[src/rtl/mux_rr_arb_if.sv]
// Handshake bundle for mux_rr_arb: N request channels in, one registered beat out.
// slave is the arbiter's view; master is the view of the producers and consumer driving it.
interface mux_rr_arb_if #(
  parameter int unsigned N = 8,
  parameter int unsigned W = 8
);
  logic [N-1:0] in_valid;
  logic [W-1:0] in_data [N];
  logic [N-1:0] in_last;
  logic [N-1:0] in_ready;
  logic         out_valid;
  logic [W-1:0] out_data;
  logic [N-1:0] out_grant;
  logic         out_last;
  logic         out_ready;

  modport slave (
    input  in_valid, in_data, in_last, out_ready,
    output in_ready, out_valid, out_data, out_grant, out_last
  );

  modport master (
    output in_valid, in_data, in_last, out_ready,
    input  in_ready, out_valid, out_data, out_grant, out_last
  );
endinterface

[src/rtl/mux_rr_arb.sv]
// N:1 round-robin arbitrating mux with a registered output stage and one-hot grant.
// Define MUX_RR_ARB_PKT_LOCK_EN to hold the grant on one channel until its in_last beat.
module mux_rr_arb #(
  parameter int unsigned N = 8,
  parameter int unsigned W = 8
) (
  input logic           clk,
  input logic           rst,
  mux_rr_arb_if.slave   bus
);

  localparam int unsigned PW = (N > 1) ? $clog2(N) : 1;

  logic [PW-1:0] ptr_q;
  logic          out_valid_q;
  logic [W-1:0]  out_data_q;
  logic [N-1:0]  out_grant_q;
  logic          out_last_q;

  logic          load_en;
  logic [N-1:0]  grant_c;
  logic [PW-1:0] grant_idx;
  logic          xfer;
  logic [PW-1:0] ptr_next;

`ifdef MUX_RR_ARB_PKT_LOCK_EN
  typedef enum logic [0:0] {StUnlocked, StLocked} lock_state_e;
  lock_state_e   state_q;
  logic [N-1:0]  lock_ch_q;
  logic [PW-1:0] lock_idx;

  always_comb begin
    lock_idx = '0;
    for (int unsigned i = 0; i < N; i++) begin
      if (lock_ch_q[i]) lock_idx = PW'(i);
    end
  end
`endif

  assign load_en = !out_valid_q || bus.out_ready;

  // Rotating priority search starting at ptr_q; first valid channel wins.
  always_comb begin : arb
    int unsigned idx;
    logic        found;
    grant_c   = '0;
    grant_idx = '0;
    found     = 1'b0;
    for (int unsigned k = 0; k < N; k++) begin
      idx = int'(ptr_q) + k;
      if (idx >= N) idx = idx - N;
      if (!found && bus.in_valid[PW'(idx)]) begin
        found     = 1'b1;
        grant_idx = PW'(idx);
      end
    end
    if (found) grant_c[grant_idx] = 1'b1;
`ifdef MUX_RR_ARB_PKT_LOCK_EN
    if (state_q == StLocked) begin
      grant_c   = lock_ch_q & bus.in_valid;
      grant_idx = lock_idx;
    end
`endif
  end

  assign bus.in_ready = grant_c & {N{load_en}};
  assign xfer         = load_en && (grant_c != '0);
  assign ptr_next     = (grant_idx == PW'(N - 1)) ? '0 : grant_idx + PW'(1);

  always_ff @(posedge clk or posedge rst) begin
    if (rst) begin
      ptr_q       <= '0;
      out_valid_q <= 1'b0;
      out_data_q  <= '0;
      out_grant_q <= '0;
      out_last_q  <= 1'b0;
    end else if (load_en) begin
      if (xfer) begin
        out_valid_q <= 1'b1;
        out_data_q  <= bus.in_data[grant_idx];
        out_grant_q <= grant_c;
        out_last_q  <= bus.in_last[grant_idx];
        // While locked grant_idx is the lock index, so this already lands on lock+1.
        ptr_q       <= ptr_next;
      end else begin
        out_valid_q <= 1'b0;
      end
    end
  end

`ifdef MUX_RR_ARB_PKT_LOCK_EN
  always_ff @(posedge clk or posedge rst) begin
    if (rst) begin
      state_q   <= StUnlocked;
      lock_ch_q <= '0;
    end else if (xfer) begin
      unique case (state_q)
        StUnlocked: begin
          if (!bus.in_last[grant_idx]) begin
            state_q   <= StLocked;
            lock_ch_q <= grant_c;
          end
        end
        StLocked: begin
          if (bus.in_last[grant_idx]) begin
            state_q   <= StUnlocked;
            lock_ch_q <= '0;
          end
        end
        default: state_q <= StUnlocked;
      endcase
    end
  end
`endif

  assign bus.out_valid = out_valid_q;
  assign bus.out_data  = out_data_q;
  assign bus.out_grant = out_grant_q;
  assign bus.out_last  = out_last_q;

endmodule

[src/flat_wrapper.sv]
// flat-port wrapper written by rule: the top's interface ports become plain ports
module mux_rr_arb_flat 
#(
  parameter int unsigned N = 8,
  parameter int unsigned W = 8
)
  (clk, rst, bus_in_valid, bus_in_data, bus_in_last, bus_out_ready, bus_in_ready, bus_out_valid, bus_out_data, bus_out_grant, bus_out_last);
  mux_rr_arb_if #(.N(N), .W(W)) bus_i ();
  input logic clk;
  input logic rst;
  input wire logic [$bits(bus_i.in_valid)-1:0] bus_in_valid;
  input wire logic [$bits(bus_i.in_data)-1:0] bus_in_data;
  input wire logic [$bits(bus_i.in_last)-1:0] bus_in_last;
  input wire logic [$bits(bus_i.out_ready)-1:0] bus_out_ready;
  output wire logic [$bits(bus_i.in_ready)-1:0] bus_in_ready;
  output wire logic [$bits(bus_i.out_valid)-1:0] bus_out_valid;
  output wire logic [$bits(bus_i.out_data)-1:0] bus_out_data;
  output wire logic [$bits(bus_i.out_grant)-1:0] bus_out_grant;
  output wire logic [$bits(bus_i.out_last)-1:0] bus_out_last;
  assign bus_i.in_valid = bus_in_valid;
  assign bus_i.in_data = {>>{bus_in_data}};
  assign bus_i.in_last = bus_in_last;
  assign bus_i.out_ready = bus_out_ready;
  assign bus_in_ready = bus_i.in_ready;
  assign bus_out_valid = bus_i.out_valid;
  assign bus_out_data = bus_i.out_data;
  assign bus_out_grant = bus_i.out_grant;
  assign bus_out_last = bus_i.out_last;
  mux_rr_arb #(.N(N), .W(W)) u_core (.clk(clk), .rst(rst), .bus(bus_i));
endmodule
[config.mk]
export PLATFORM = sky130hd
export DESIGN_NAME = mux_rr_arb_flat
export DESIGN_NICKNAME = d
export VERILOG_FILES = /design/src/rtl/mux_rr_arb_if.sv /design/src/rtl/mux_rr_arb.sv /design/src/flat_wrapper.sv
export SDC_FILE = /design/constraint.sdc
export NUM_CORES = 1
export LEC_CHECK = 0
export CAP_MARGIN = 5
export CORE_MARGIN = 3
export CORE_UTILIZATION = 51
export DETAILED_ROUTE_END_ITERATION = 8
export DONT_BUFFER_PORTS = 1
export PLACE_DENSITY = 0.73
export SYNTH_ARGS = -nofsm -noshare
export SYNTH_HDL_FRONTEND = slang
export SYNTH_SLANG_ARGS = --single-unit
export TNS_END_PERCENT = 10
[constraint.sdc]
create_clock -name clk -period 6.5 [get_ports clk]
set_clock_uncertainty 0.15 [all_clocks]
set_input_delay 1.95 -clock clk [delete_from_list [all_inputs] [get_ports clk]]
set_output_delay 1.95 -clock clk [all_outputs]
set_load 0.02 [all_outputs]
**Word-level counts from Yosys, hierarchy flattened**

Index checks and enable logic that the tools add are counted.
W data, S select, Z words.

- Add/sub/neg operators: 16
- Multiply operators: 0
- Div/mod/pow operators: 0
- $lt $le $gt $ge: 19
- Equality and inequality tests: 1
- Shift operators: 0
- Muxes and demuxes: 50
- Bitwise gates (word level): 2
- Reduce and logical (&&, ||, !) cells: 20

Operators by type and width:

| cell | count |
|---|---|
| $mux W3 | 17 |
| $lt A3 B4 Y1 const B | 9 |
| $ge A4 B4 Y1 const B | 8 |
| $bmux W1 S3 | 9 |
| $bmux W8 S3 | 1 |
| $mux W8 | 3 |
| $sub A3 B1 Y3 const B | 8 |
| $mux W1 | 19 |
| $add A3 B3 Y4 const B | 4 |
| $logic_and A1 B1 Y1 | 9 |
| $add A3 B2 Y4 const B | 2 |
| $and A8 B8 Y8 | 1 |
| $logic_not A1 Y1 | 8 |
| $reduce_bool A8 Y1 | 1 |
| $add A3 B1 Y4 const B | 1 |
| $ge A3 B4 Y1 const B | 1 |
| $not A3 Y4 | 1 |
| $add A3 B1 Y3 const B | 1 |
| $demux W1 S3 | 1 |
| $eq A3 B3 Y1 const B | 1 |
| $ge A3 B1 Y1 const B | 1 |
| $reduce_and A2 Y1 | 1 |
| $logic_or A1 B1 Y1 | 1 |

- Register bits: 21
- Bits in latches: 0
- Bits in writable memories: 0
- ROM bits: 0
- Input bits: 83
- Output and inout bits: 26
- Word-level logic and storage cells: 113
- Memories: 0

**Longest topological paths before layout**

- Depth in word-level cells: 34
- Gate-level depth with buffers: 16
- Depth with buffers taken out: 12

**Worst setup path after synthesis**

No wires, ideal clock.

- Kind: input to output
- Start: input bus_in_valid[1]
- End: output bus_in_ready[2]
- Arrival: 4.476 ns
- Required time: 4.400 ns
- Path slack: -0.076 ns
- Cell stages on the path: 7
- Path buffers: 1
- Cells stage by stage: mux4_2 mux2_4 or4_4 o32ai_4 o21ai_2 buf_6 nor3_1

- Cells in the longest elaborated chain, start to end: 30

RTL lines:

| element | RTL line | RTL |
|---|---|---|
| from (decl) | flat_wrapper.sv:11 | `input wire logic [$bits(bus_i.in_valid)-1:0] bus_in_valid;` |
| $bmux W1 S3 | mux_rr_arb.sv:52 | `if (!found && bus.in_valid[PW'(idx)]) begin` |
| $mux W1 (not written as such) | mux_rr_arb.sv:52 |  |
| $mux W1 | mux_rr_arb.sv:52 |  |
| $logic_not A1 Y1 | mux_rr_arb.sv:52 |  |
| $logic_and A1 B1 Y1 | mux_rr_arb.sv:52 |  |
| $mux W1 | mux_rr_arb.sv:52 |  |
| $logic_not A1 Y1 | mux_rr_arb.sv:52 |  |
| $logic_and A1 B1 Y1 | mux_rr_arb.sv:52 |  |
| [... 14 more ...] | - |  |
| $logic_and A1 B1 Y1 | mux_rr_arb.sv:52 |  |
| $mux W3 | mux_rr_arb.sv:52 |  |
| $lt A3 B4 Y1 (not written as such) or $ge A3 B1 Y1 (tied branches) | mux_rr_arb.sv:57 | `if (found) grant_c[grant_idx] = 1'b1;` |
| $logic_and A1 B1 Y1 (not written as such) | mux_rr_arb.sv:57 |  |
| $mux W1 (not written as such) | mux_rr_arb.sv:57 |  |
| $demux W1 S3 | - |  |
| $mux W8 * | mux_rr_arb.sv:57 |  |
| $and A8 B8 Y8 * | mux_rr_arb.sv:66 | `assign bus.in_ready = grant_c & {N{load_en}};` |
| to (decl) | flat_wrapper.sv:15 | `output wire logic [$bits(bus_i.in_ready)-1:0] bus_in_ready;` |

Every way passes the cells marked *; elsewhere a longest branch is shown, timed or not. The select of a mux whose other input is x is not followed.

**Worst setup path in the final report**

- Start: input bus_in_valid[7]
- End: output bus_in_ready[1]

The elaborated chain is that of the path after synthesis.

==> metrics.md <==
| Metric | Value |
|---|---|
| Chip width | `78.6 um` |
| Largest net degree at the start of global routing | `28` |
| Slew Limit Fails | `0` |
| Total track usage | `22.6%` |
| GP Congestion | `0.834` |
| Nets | `374` |
| WL/cell | `20.3 um` |
| Worst slew margin | `45.4%` |
| Gate Count Post-Synth | `281` |
| Clock transition at path regs | `0.08 ns` |
| Dpl hpwl | `5500 um` |
| Area after DPL | `0.00282 mm^2` |
| Number of global-route vias before repair | `2251` |
| CTS buffer count | `3` |
| Synth Area in Simple Gates | `18.2%` |
| Register Area | `526 um^2` |
| Worst Path Required | `4.40 ns` |
| Final non-filler cell total | `354` |
| MaxCap Viol Count | `0` |
| DP Worst Slack | `0.124 ns` |
| Hold Crit Class | `flip-flop to flip-flop` |
| Post-Route WL | `7180 um` |
| CP arrival | `4.29 ns` |
| Ant diodes | `0` |
| Clk sink count | `21` |
| H-Tree Depth | `1` |
| RSZ-0062 raised after global routing | `false` |
| Final worst setup slack | `0.108 ns` |
| Synth cell count leaders | `dfrtp_1, nand2_1, nor2_1` |
| Synth Flop Type | `dfrtp_1` |
| Port Buf Inserts | `0` |
| Worst reg2reg setup slack | `2.13 ns` |
| Area growth, synth to finish | `6.61%` |
| Crit path kind | `primary input to output port` |
| Placed cells | `350` |
| Share of cells above drive strength 1 | `27.5%` |
| Post-Synth XOR/XNOR Area | `1.63%` |
| Clk_lat worst skew | `0.26 ns` |
| Synthesized cell area | `0.00269 mm^2` |
| Longest Clk Path Bufs | `2` |
| DRC | `0` |
| Yosys top cell by area | `dfrtp_1` |
| Period utilisation layout | `98.3%` |
| First-pass GRT wire length | `11300 um` |
| Initial Utilization | `54.7%` |
| Unique masters post-synth | `61` |
| Startpoint Class | `primary input` |
| Io pins | `109` |
| EDFF count, synth | `0` |
| Min Tclk post-route | `6.39 ns` |
| Post-route cell area | `0.00287 mm^2` |
| Final Hold Fails | `0` |
| Core area | `0.00491 mm^2` |
| Fill cell count | `448` |
| FP Rows | `25` |
| Total setup buffers inserted after CTS | `0` |
| Initial DRC Count | `190` |
| DR vias/cell | `6.83` |
| CTS tree | `yes` |
| Main combinational cell family by area after synthesis | `compound AO/OA/AOI/OAI gates` |
| Post-route ant nets | `0` |
| Root Buffer | `clkbuf_8` |
| Register area share after synthesis | `19.6%` |
| Area of the multi-input gates | `0.00198 mm^2` |
| Mean Syn Cell Area | `9.56 um^2` |
| Post-Synth Adder-Cell Area | `1.40%` |
| Die height | `78.6 um` |
| CP Max Fanout | `10` |
| Antenna violations before repair | `0` |
| Hold_ws | `0.433 ns` |
| 1st-pass router iterations | `5` |
| Number of setup violations in the final report | `0` |
| #FFs+latches synth | `21` |
| Fmax | `156 MHz` |
| GR Overflow Total | `0` |
| Syn_nets | `367` |
| Count leader, synth | `dfrtp_1` |
| Post-synthesis compound-gate area fraction | `28.0%` |
| Run status | `finished, final reports clean` |
| Synth top area share | `19.6%` |
| Die area | `0.00618 mm^2` |
| Yosys warnings | `0` |
| Hold buffer count at cts | `0` |
| Vias post-DR | `2417` |
| Mux contribution to synthesized area | `24.1%` |
| Synth area leaders | `dfrtp_1, mux4_2, mux2i_1, mux2_2, a21boi_0` |
| Crit. End Element | `output port` |
| Worst-Margin Slew | `0.818 ns` |
| Async SR Flop Fraction | `100%` |
==> final timing paths <==
path / start / endpoint / depth (start not counted)
max in group asynchronous: rst / u_core.bus.out_data[0] / 1
worst max register to register: u_core.ptr_q[0] / u_core.bus.out_data[0] / 14
worst min register to register: u_core.ptr_q[1] / u_core.ptr_q[1] / 2
worst min-delay path: u_core.ptr_q[1] / u_core.ptr_q[1] / 2
worst max-delay path: bus_in_valid[7] / bus_in_ready[1] / 10
min in group asynchronous: rst / u_core.bus.out_data[2] / 1
==> cell usage in the layout (no fill, tap or decap), types with 2 or more instances in the layout <==
cell / count
nor4_1: 4
mux2i_1: 18
dfrtp_1: 21
nand3_1: 4
o21a_1: 2
nor4_2: 6
nand2b_1: 2
clkbuf_8: 3
a21boi_0: 14
mux2_2: 11
nand2_1: 20
xnor2_1: 4
nor3_1: 13
nor2b_1: 2
a21o_1: 3
a22oi_1: 2
and2_1: 4
inv_1: 7
o211ai_1: 2
a2111oi_0: 3
ha_1: 3
a22o_1: 3
a2111oi_2: 4
a41o_1: 9
nor2_1: 19
and3_1: 6
mux4_2: 14
a211oi_1: 10
a21oi_1: 5
nand4_1: 2
nor3_2: 2
buf_4: 26
o21ai_0: 10
o41a_1: 2
o22ai_1: 2
==> per-stage QoR <==
stage | setup TNS [ns] | util, %
2_1_floorplan | -0.0533 | -
3_3_place_gp | 0 | 57.3
3_5_place_dp | 0 | 57.3
4_1_cts | 0 | 58.2
5_1_grt | 0 | 58.3
6_report | 0 | 58.3
==> metal layers <==
metal  GRT usage, %  wire length, um  share of wire, %
met3           5.39              526               7.3
met4           3.67               55              0.77
met2           34.7             3500                49
met1           32.6             3100                43
met5              0                0                 0
==> timing repair <==
item | 4_1_cts | 5_1_grt
gates resized for setup | 0 | 1
endpoints found under the setup margin | 0 | 1
hold endpoints to repair | 0 | 0
==> worst max-delay path: stages <==
cell	delay, ns
mux4_2	0.46
buf_4	0.15
nor2_1	0.10
a22oi_2	0.09
or4_4	0.56
o22a_1	0.25
o21ai_1	0.20
buf_4	0.22
nor2_1	0.07
and2_1	0.23
==> area by class of cell <==
type,count,share of cell area (%)
flip-flops and latches,21,18.3
well taps,67,2.93
inverters,9,1.18
repair buffers,26,6.81
clock buffers,4,1.57
multi-input cells,227,69.2
==> cell families after synthesis <==
logic type	count (synthesis)
AOI/OAI and AO/OA	85
xor gates and xnor gates	5
adders and majority gates	3
buffers and inverters	33
DFF	21
muxes	45
and+or+nand+nor	89
==> registers in the layout, summed over array words and instances, names as in the netlist <==
name                  count
u_core.bus.out_grant      8
u_core.bus.out_valid      1
u_core.ptr_q              3
u_core.bus.out_data       8
u_core.bus.out_last       1
Power is not shown: default switching activity piles up to over one toggle a cycle in this logic, so the estimate is an artifact.
